$ cat src/rtl/fft_radix2_iter.sv
// rtl/fft_radix2_iter.sv - iterative in-place radix-2 DIT FFT, one butterfly every 4 cycles
// Build option FFT_STAGE_SCALE_EN: halve every stage (output = DFT/N) instead of saturating.
module fft_radix2_iter #(
   parameter int SAMPLE_WORD_LENGTH   = 8,
   parameter int SAMPLE_FLOAT_LENGTH  = 7,
   parameter int TWIDDLE_WORD_LENGTH  = 8,
   parameter int TWIDDLE_FLOAT_LENGTH = 7,
   parameter int LOG2_POINTS          = 4
) (
   input  logic                           clk,
   input  logic                           rst,
   input  logic [SAMPLE_WORD_LENGTH-1:0]  din_i,
   input  logic [SAMPLE_WORD_LENGTH-1:0]  din_q,
   input  logic                           din_valid,
   output logic                           din_ready,
   output logic [SAMPLE_WORD_LENGTH-1:0]  dout_i,
   output logic [SAMPLE_WORD_LENGTH-1:0]  dout_q,
   output logic                           dout_valid,
   input  logic                           dout_ready,
   output logic                           dout_last,
   output logic [LOG2_POINTS-2:0]         tw_addr,
   input  logic [TWIDDLE_WORD_LENGTH-1:0] tw_i,
   input  logic [TWIDDLE_WORD_LENGTH-1:0] tw_q,
   output logic                           busy,
   output logic                           ovf
);
   localparam int W = SAMPLE_WORD_LENGTH;
   localparam int L = LOG2_POINTS;
   localparam int N = 1 << L;
   localparam int KW = L - 1;
   localparam int PW = W + TWIDDLE_WORD_LENGTH + 1;
   localparam int SW = PW + 1;
   // Product carries sample+twiddle fraction bits; drop the twiddle ones to return to sample format.
   localparam int PROD_FRAC = SAMPLE_FLOAT_LENGTH + TWIDDLE_FLOAT_LENGTH;
   localparam int RSHIFT = PROD_FRAC - SAMPLE_FLOAT_LENGTH;
   localparam logic signed [PW-1:0] RND = PW'(2 ** (RSHIFT - 1));
   localparam logic signed [SW-1:0] SMAX = SW'(2 ** (W - 1) - 1);
   localparam logic signed [SW-1:0] SMIN = SW'(-(2 ** (W - 1)));

   typedef enum logic [1:0] {LOAD, COMPUTE, UNLOAD} state_t;

   state_t              state;
   logic [W-1:0]        mem_i [N];
   logic [W-1:0]        mem_q [N];
   logic [L-1:0]        cnt;
   logic [L-1:0]        out_idx;
   logic [3:0]          stage;
   logic [L-2:0]        bfly;
   logic [1:0]          phase;
   logic signed [W-1:0] a_i, a_q, b_i, b_q;
   logic signed [PW-1:0] bw_i, bw_q;

   logic [L-1:0]         j_ext, half, a_idx, b_idx;
   logic [3:0]           k_shift;
   logic [L-2:0]         k;
   logic signed [PW-1:0] bi, bq, wi, wq, rnd_i, rnd_q;
   logic signed [SW-1:0] sa_i, sa_q, sb_i, sb_q;
   logic [W-1:0]         ra_i, ra_q, rb_i, rb_q;
   logic                 any_sat;

   function automatic logic [L-1:0] bitrev(input logic [L-1:0] v);
      logic [L-1:0] r;
      for (int b = 0; b < L; b++) r[b] = v[L-1-b];
      return r;
   endfunction

   function automatic logic [W-1:0] sat(input logic signed [SW-1:0] x);
      if (x > SMAX) return SMAX[W-1:0];
      if (x < SMIN) return SMIN[W-1:0];
      return x[W-1:0];
   endfunction

`ifdef FFT_STAGE_SCALE_EN
   function automatic logic [W-1:0] reduce(input logic signed [SW-1:0] x);
      return sat((x + SW'(1)) >>> 1);
   endfunction
`else
   function automatic logic [W-1:0] reduce(input logic signed [SW-1:0] x);
      return sat(x);
   endfunction

   function automatic logic clipped(input logic signed [SW-1:0] x);
      return (x > SMAX) || (x < SMIN);
   endfunction
`endif

   always_comb begin
      j_ext   = {1'b0, bfly};
      half    = L'(1) << stage;
      a_idx   = ((j_ext >> stage) << (stage + 4'd1)) | (j_ext & (half - L'(1)));
      b_idx   = a_idx | half;
      k_shift = 4'(L - 1) - stage;
      k       = KW'((j_ext & (half - L'(1))) << k_shift);

      bi    = PW'(b_i);
      bq    = PW'(b_q);
      wi    = PW'($signed(tw_i));
      wq    = PW'($signed(tw_q));
      rnd_i = (bi * wi - bq * wq + RND) >>> RSHIFT;
      rnd_q = (bi * wq + bq * wi + RND) >>> RSHIFT;

      sa_i = SW'(a_i) + SW'(bw_i);
      sa_q = SW'(a_q) + SW'(bw_q);
      sb_i = SW'(a_i) - SW'(bw_i);
      sb_q = SW'(a_q) - SW'(bw_q);
      ra_i = reduce(sa_i);
      ra_q = reduce(sa_q);
      rb_i = reduce(sb_i);
      rb_q = reduce(sb_q);
`ifdef FFT_STAGE_SCALE_EN
      any_sat = 1'b0;
`else
      any_sat = clipped(sa_i) | clipped(sa_q) | clipped(sb_i) | clipped(sb_q);
`endif
   end

   // Sample memory is deliberately not reset; UNLOAD is only reachable after a full LOAD.
   always_ff @(posedge clk) begin
      if (din_valid && din_ready) begin
         mem_i[bitrev(cnt)] <= din_i;
         mem_q[bitrev(cnt)] <= din_q;
      end
      if (state == COMPUTE && phase == 2'd3) begin
         mem_i[a_idx] <= ra_i;
         mem_q[a_idx] <= ra_q;
         mem_i[b_idx] <= rb_i;
         mem_q[b_idx] <= rb_q;
      end
   end

   always_ff @(posedge clk or negedge rst) begin
      if (!rst) begin
         state      <= LOAD;
         din_ready  <= 1'b1;
         dout_valid <= 1'b0;
         dout_last  <= 1'b0;
         dout_i     <= '0;
         dout_q     <= '0;
         busy       <= 1'b0;
         ovf        <= 1'b0;
         tw_addr    <= '0;
         cnt        <= '0;
         out_idx    <= '0;
         stage      <= '0;
         bfly       <= '0;
         phase      <= '0;
         a_i        <= '0;
         a_q        <= '0;
         b_i        <= '0;
         b_q        <= '0;
         bw_i       <= '0;
         bw_q       <= '0;
      end else begin
         case (state)
            LOAD: begin
               if (din_valid) begin
                  busy <= 1'b1;
                  if (cnt == '0) ovf <= 1'b0;
                  cnt <= cnt + L'(1);
                  if (cnt == L'(N - 1)) begin
                     state     <= COMPUTE;
                     din_ready <= 1'b0;
                     stage     <= '0;
                     bfly      <= '0;
                     phase     <= '0;
                  end
               end
            end
            COMPUTE: begin
               phase <= phase + 2'd1;
               case (phase)
                  2'd0: begin
                     a_i     <= mem_i[a_idx];
                     a_q     <= mem_q[a_idx];
                     tw_addr <= k;
                  end
                  2'd1: begin
                     b_i <= mem_i[b_idx];
                     b_q <= mem_q[b_idx];
                  end
                  2'd2: begin
                     bw_i <= rnd_i;
                     bw_q <= rnd_q;
                  end
                  default: begin
                     if (any_sat) ovf <= 1'b1;
                     if (bfly == '1) begin
                        bfly <= '0;
                        if (stage == 4'(L - 1)) begin
                           // Bin 0 was finalised by the first butterfly of the last stage, so present it now.
                           state      <= UNLOAD;
                           stage      <= '0;
                           dout_i     <= mem_i[{L{1'b0}}];
                           dout_q     <= mem_q[{L{1'b0}}];
                           dout_valid <= 1'b1;
                           dout_last  <= 1'b0;
                           out_idx    <= L'(1);
                        end else begin
                           stage <= stage + 4'd1;
                        end
                     end else begin
                        bfly <= bfly + 1'b1;
                     end
                  end
               endcase
            end
            UNLOAD: begin
               if (dout_ready) begin
                  if (dout_last) begin
                     state      <= LOAD;
                     dout_valid <= 1'b0;
                     dout_last  <= 1'b0;
                     busy       <= 1'b0;
                     din_ready  <= 1'b1;
                     cnt        <= '0;
                  end else begin
                     dout_i    <= mem_i[out_idx];
                     dout_q    <= mem_q[out_idx];
                     dout_last <= (out_idx == L'(N - 1));
                     out_idx   <= out_idx + L'(1);
                  end
               end
            end
            default: state <= LOAD;
         endcase
      end
   end
endmodule

$ cat config.mk
export PLATFORM = sky130hd
export DESIGN_NAME = fft_radix2_iter
export DESIGN_NICKNAME = d
export VERILOG_FILES = /design/src/rtl/fft_radix2_iter.sv
export SDC_FILE = /design/constraint.sdc
export NUM_CORES = 2
export LEC_CHECK = 0
export CAP_MARGIN = 20
export CORE_MARGIN = 5
export CORE_UTILIZATION = 33
export CTS_BUF_LIST = sky130_fd_sc_hd__clkbuf_2
export DETAILED_ROUTE_END_ITERATION = 16
export GPL_TIMING_DRIVEN = 0
export PLACE_DENSITY = 0.59
export SYNTH_ARGS = -nofsm -noshare
export SYNTH_HDL_FRONTEND = slang
export SYNTH_SLANG_ARGS = --single-unit
$ cat constraint.sdc
create_clock -name clk -period 5.3 [get_ports clk]
set_input_delay 0.53 -clock clk [delete_from_list [all_inputs] [get_ports clk]]
set_output_delay 0.53 -clock clk [all_outputs]
set_load 0.02 [all_outputs]
* Word-level counts from Yosys, hierarchy flattened
Memories as Yosys holds them, arrays and structs flattened. A register that Yosys moved wholly into a read port is not among the register bits.
Cells that the tools add are included.
** Storage, ports and cells
- Register bits :: 63
- Bits in latches :: 0
- RAM bits :: 256
- Bits in read-only memories :: 0
- Input port bits :: 36
- Output and inout port bits :: 24
- Word-level logic and storage cells :: 204
- Memories :: 2
** Cells by class
- $add $sub $neg :: 15
- Multiply operators :: 4
- Div/mod/pow operators :: 0
- Order comparisons :: 8
- Eq/ne operators :: 19
- Shift operators :: 4
- Mux-type cells :: 100
- Bitwise gates (word level) :: 6
- Reduce and logical (&&, ||, !) cells :: 30
** Memory list
- mem_i :: words 16, bits a word 8, rd ports 4, clocked after Yosys merged registers in 2, write ports 3, line 43 : logic [W-1:0] mem_i [N];
- mem_q :: words 16, bits a word 8, rd ports 4, clocked after Yosys merged registers in 2, write ports 3, line 44 : logic [W-1:0] mem_q [N];
** Operator list (number)
- 8-bit two-way mux :: 26
- 8-bit by 8-bit multiplier with 16-bit output :: 4
- 4-bit two-way mux :: 13
- 11-bit by 8-bit greater-than comparator with 1-bit output, second input constant :: 4
- 11-bit by 8-bit < comparator with 1-bit output, second input constant :: 4
- 1-bit two-way mux :: 35
- 17-bit by 8-bit adder with 17-bit output, second input constant :: 2
- 8-bit one-hot mux with 2 select lines :: 2
- 4-bit one-hot mux with 2 select lines :: 3
- 8-bit by 10-bit adder with 11-bit output :: 2
- 8-bit by 10-bit subtractor with 11-bit output :: 2
- 5-bit AND reduction :: 4
- 2-bit two-way mux :: 9
- 16-bit by 16-bit adder with 17-bit output :: 1
- 16-bit by 16-bit subtractor with 17-bit output :: 1
- 2-bit inequality test, second input constant :: 8
- 4-bit by 1-bit adder with 4-bit output, second input constant :: 3
- 3-bit two-way mux :: 4
- 6-bit AND reduction :: 2
- 1-bit one-hot mux with 2 select lines :: 5
- 4-bit == test, second input constant :: 2
- 4-bit OR :: 2
- 4-bit AND reduction :: 2
- 7-bit AND reduction :: 1
- 27 further kinds :: 45

* Logic depth before layout (Yosys ltp)
- Word-level depth :: 9
- Mapped depth :: 24
- Mapped depth without buffers :: 23

* Worst setup path before layout
OpenSTA, ideal clock, no wires.
- Path kind :: input to register
- From :: input port tw_q[7]
- To :: register bw_q[8]
- Setup time :: 133 ps
- Arrival :: 5683 ps
- Required time :: 5167 ps
- Slack :: -516 ps
- Stages on the path :: 21
- Buffers on the path :: 1
- Path through :: inv_1 buf_1 nor2_1 fa_1 fa_1 fa_1 fa_1 fa_1 inv_1 fa_1 inv_1 ha_1 o21a_1 o21ai_0 a21oi_1 a21oi_1 o2111a_1 nor2b_1 nor2_1 xor2_1 o21ai_0
** Between the ends
- Longest elaborated chain between the ends :: 3
** RTL lines
- start, declared :: line 23 : input logic [TWIDDLE_WORD_LENGTH-1:0] tw_q,
- 8-bit by 8-bit multiplier with 16-bit output :: line 100 : rnd_q = (bi * wq + bq * wi + RND) >>> RSHIFT;
- 16-bit by 16-bit adder with 17-bit output :: line 100
- 17-bit by 8-bit adder with 17-bit output :: line 100
- end signal, assigned :: line 183 : bw_q <= rnd_q;
- end, declared :: line 51 : logic signed [PW-1:0] bw_i, bw_q;
No other way between the ends.
A chain may end at the register's enable or synchronous reset.

* Worst setup path in the final report
- From :: register b_q[7], read port of mem_q
- To :: register bw_q[8]
** Between the ends
- Longest elaborated chain between the ends :: 3
** RTL lines
- start, declared :: line 50 : logic signed [W-1:0] a_i, a_q, b_i, b_q;
- 8-bit by 8-bit multiplier with 16-bit output :: line 100
- 16-bit by 16-bit adder with 17-bit output :: line 100
- 17-bit by 8-bit adder with 17-bit output :: line 100
No other way between the ends.

==> flow_summary.yaml <==
die:
  io_pins: 60
  rows: 120
  die_w_um: 337.8
  core_um2: 106900
  die-area_um2: 114100
  chipHeight_um: 337.8
  initial_core_util_pct: 33.17
critical_path:
  cp.required_ns: 6.33
  cp.arrival_ns: 6.76
  path_class: "register to register"
  cp_num_buf_inv: 3
  r2r_slack_ns: -0.43
  r2r-end: "bw_q[8]"
  cp_max_fo: 4
  crit_path_max_incr_delay_ns: 0.60
  r2r_start: "b_q[7]"
  worst-r2r-cell-count: 20
  crit_slowest_cell: "fa_1"
  crit_chain: "buf_12 -> and2_4 -> fa_1 -> fa_1 -> fa_1 -> fa_1 -> fa_1 -> inv_1 -> fa_1 -> inv_2 -> ha_4 -> o21a_1 -> o21ai_2 -> a21oi_2 -> a21oi_2 -> o2111a_2 -> nor2b_1 -> nor2_1 -> xor2_1 -> o21ai_1"
  crit_end: "bw_q[8]"
  critPathCaptureType: "register"
  cp.depth: 20
  crit_family: "adder cells"
  worst_path_most_repeated_cell: "fa_1"
  worstSetupStartpoint: "b_q[7]"
  critical_path.startpoint_type: "register"
drt:
  route.detailed.drc: 0
  routed_wl_um: 168000
  route.vias.total: 33871
  drt_iter0_markers: 4850
  first_pass_iters: 7
  via_per_inst: 6.102
  ant_nets: 0
  routedWlPerCell_um: 30.27
sta:
  fin_crit_sh_pct: 108.1
  worst_slew_pin_slew_ns: 1.256
  rsz0062_at_grt: "yes"
  min_period_ns: 5.728
  fin_ws_ns: -0.4277
  fin_worst_skew_ns: 0.1939
  hold-worst-slack_ns: 0.1440
  max_slew_margin_pct: 15.73
  clock.fmax_mhz: 174.6
  hold_violations: 0
  slew_viol_final: 0
  setup_viol: 27
logic_synthesis:
  synth_top_area_share_pct: 21.68
  synth-main-ff-cell: "edfxtp_1"
  synth_edf_count: 256
  syn_avg_cell_area_um2: 9.302
  ys_seq_area_share_pct: 28.39
  syn_nets: 4288
  ys_seq_elements: 351
  synth_common_cells: "nand2_1 (564), inv_1 (360), o21ai_0 (330), fa_1 (282), nor2_1 (272)"
  yosys_warnings: 0
  synth_top_area_cell: "edfxtp_1"
  synthArstFlopShare_pct: 27.07
  syn_area_um2: 35460
  postSynthCellCount: 3812
  ys_types: 72
  synth_area_leaders: "edfxtp_1 (22%), fa_1 (16%), mux4_2 (9.1%)"
  synth_most_common_cell: "nand2_1"
global_route:
  track_usage_pct: 28.91
  grt_pass1_wl_um: 234300
  grt_remaining_overflow: 0
  use_met3_pct: 10.07
  gr-usage-met2_pct: 43.09
  grt.busiest_layer: "met2"
  antenna_found_initial: 23
  grt_use_met1_pct: 35.03
  grt_max_degree: 61
  grt_pass1_vias: 32557
clock_tree:
  path_clk_slew_ns: 0.11
  clock-sinks: 351
  clk_path_buf_depth: 3
  cts_max_level: 3
  cts_root_buf: "clkbuf_2"
  clock_latency_ns: 1.29
  cts_buffers: 97
  cts_tree: "yes"
layout:
  nFillCells: 10902
  final_net_count: 4530
  area_growth_pct: 14.00
  drive_gt1_share_pct: 14.84
  post-route-util_pct: 37.82
job:
  drv_cap: 0
power:
  p_total_uw: 10030
  p_per_area_nw_per_um2: 248.0
  p_leak_uw: 0.01587
  peakVddDrop_mv: 0.1880
placed_design:
  place.gp.congestion: 1.152
  post-dp-hpwl_um: 128900
  place_worst_setup_slack_ns: -1.827
  place.port_buffers: 56
min_path:
  min_from: "dout_ready"
  holdCritPathClass: "input port to register"
status:
  violations: "setup timing"
  status: "complete, but fails checks"
cells in the final DEF, fill, tap and decap left out, drive strengths merged, types with 48 or more instances in the layout:
cell type,synthesis,layout
nand2,564,564
o21ai,377,377
inv,360,359
clkbuf,210,335
fa,282,282
nor2,279,279
edfxtp,256,256
buf,83,173
o22ai,168,168
ha,158,158
mux4,144,144
and2,138,138
dfrtp,94,94
nand3,85,85
xnor2,56,56
clkdlybuf4s50,0,55
and3,53,53
a311oi,50,50
a21oi,48,48
kinds of logic (layout without fill, tap and decap cells):
kind of cell,count (synthesis),count (layout),share of synthesized area [%]
AOI/OAI and AO/OA,890,890,15.87
xor gates and xnor gates,71,71,1.754
adders and majority gates,440,440,21.50
buffers and inverters,654,972,7.142
DFF,351,351,28.39
muxes,150,150,9.319
other,0,18,0
and+or+nand+nor,1256,1256,16.04
layout make-up:
| type | count | area (um^2) | area share (%) |
|---|---|---|---|
| diodes | 18 | 45.04 | 0.1114 |
| clock buffers | 133 | 665.6 | 1.647 |
| flip-flops and latches | 351 | 10080 | 24.95 |
| inverters | 361 | 1365 | 3.377 |
| multi-input cells | 2807 | 23360 | 57.78 |
| clock inverters | 42 | 332.8 | 0.8233 |
| plain buffers | 292 | 1395 | 3.451 |
| repair buffers | 144 | 1424 | 3.522 |
| well taps | 1403 | 1755 | 4.342 |
sequential cells by signal, summed over array words and instances, names as in the netlist:
signal	cells
b_q	8
cnt	4
out_idx	4
state	2
stage	4
dout_q	8
dout_i	8
dout_last	1
busy	1
a_q	8
bw_i	10
phase	2
dout_valid	1
din_ready	1
bw_q	10
b_i	8
bfly	3
a_i	8
mem_q	128
tw_addr	3
ovf	1
mem_i	128
worst register-to-register path, cell delays in order (launching register included):
cell and delay (ns):
dfrtp_2 0.49, buf_12 0.15, and2_4 0.14, fa_1 0.54, fa_1 0.45, fa_1 0.60, fa_1 0.45, fa_1 0.50
inv_1 0.05, fa_1 0.49, inv_2 0.05, ha_4 0.22, o21a_1 0.20, o21ai_2 0.19, a21oi_2 0.08, a21oi_2 0.23
o2111a_2 0.26, nor2b_1 0.05, nor2_1 0.10, xor2_1 0.17, o21ai_1 0.08
through the flow:
step / cells / setup TNS, ns / area (um^2)
final: 5551 / -4.217 / 40430
after global routing: 5535 / -6.807 / 40390
after CTS: 5518 / -3.513 / 40060
after detailed placement: 5302 / -23.69 / 38430
after global placement: 5271 / -114.85 / 38040
after floorplan: 3812 / -0.08846 / 35720
worst min path at each step:
stage / endpoint / slack (ns) / depth (start not counted)
finish: out_idx[2] / 0.14 / 3
CTS: out_idx[2] / 0.02 / 3
global placement: busy / 0.47 / 1
global route: out_idx[2] / 0.13 / 3
floorplan: a_i[0] / 0.23 / 0
detailed placement: busy / 0.47 / 1
what timing repair did:
| action | CTS | global route |
|---|---|---|
| cloned | 0 | 1 |
| resized for setup | 89 | 56 |
| hold buffers | 6 | 0 |
| setup endpoints to repair | 24 | 81 |
| hold endpoints to repair | 108 | 0 |
| buffers inserted | 35 | 14 |
| pin swaps | 37 | 54 |
routing by layer:
layer	vias up	wire [um]
met4	8	14910
met5	-	56
li1	13978	-
met1	16603	59080
met3	665	22720
met2	2617	71270
report_power, final:
| group | internal [uW] | switching, uW |
|---|---|---|
| registers | 3240 | 309 |
| clock network | 983 | 1360 |
| logic | 1590 | 2540 |
| total | 5810 | 4220 |
No activity file was read; power rests on OpenSTA's default activity.
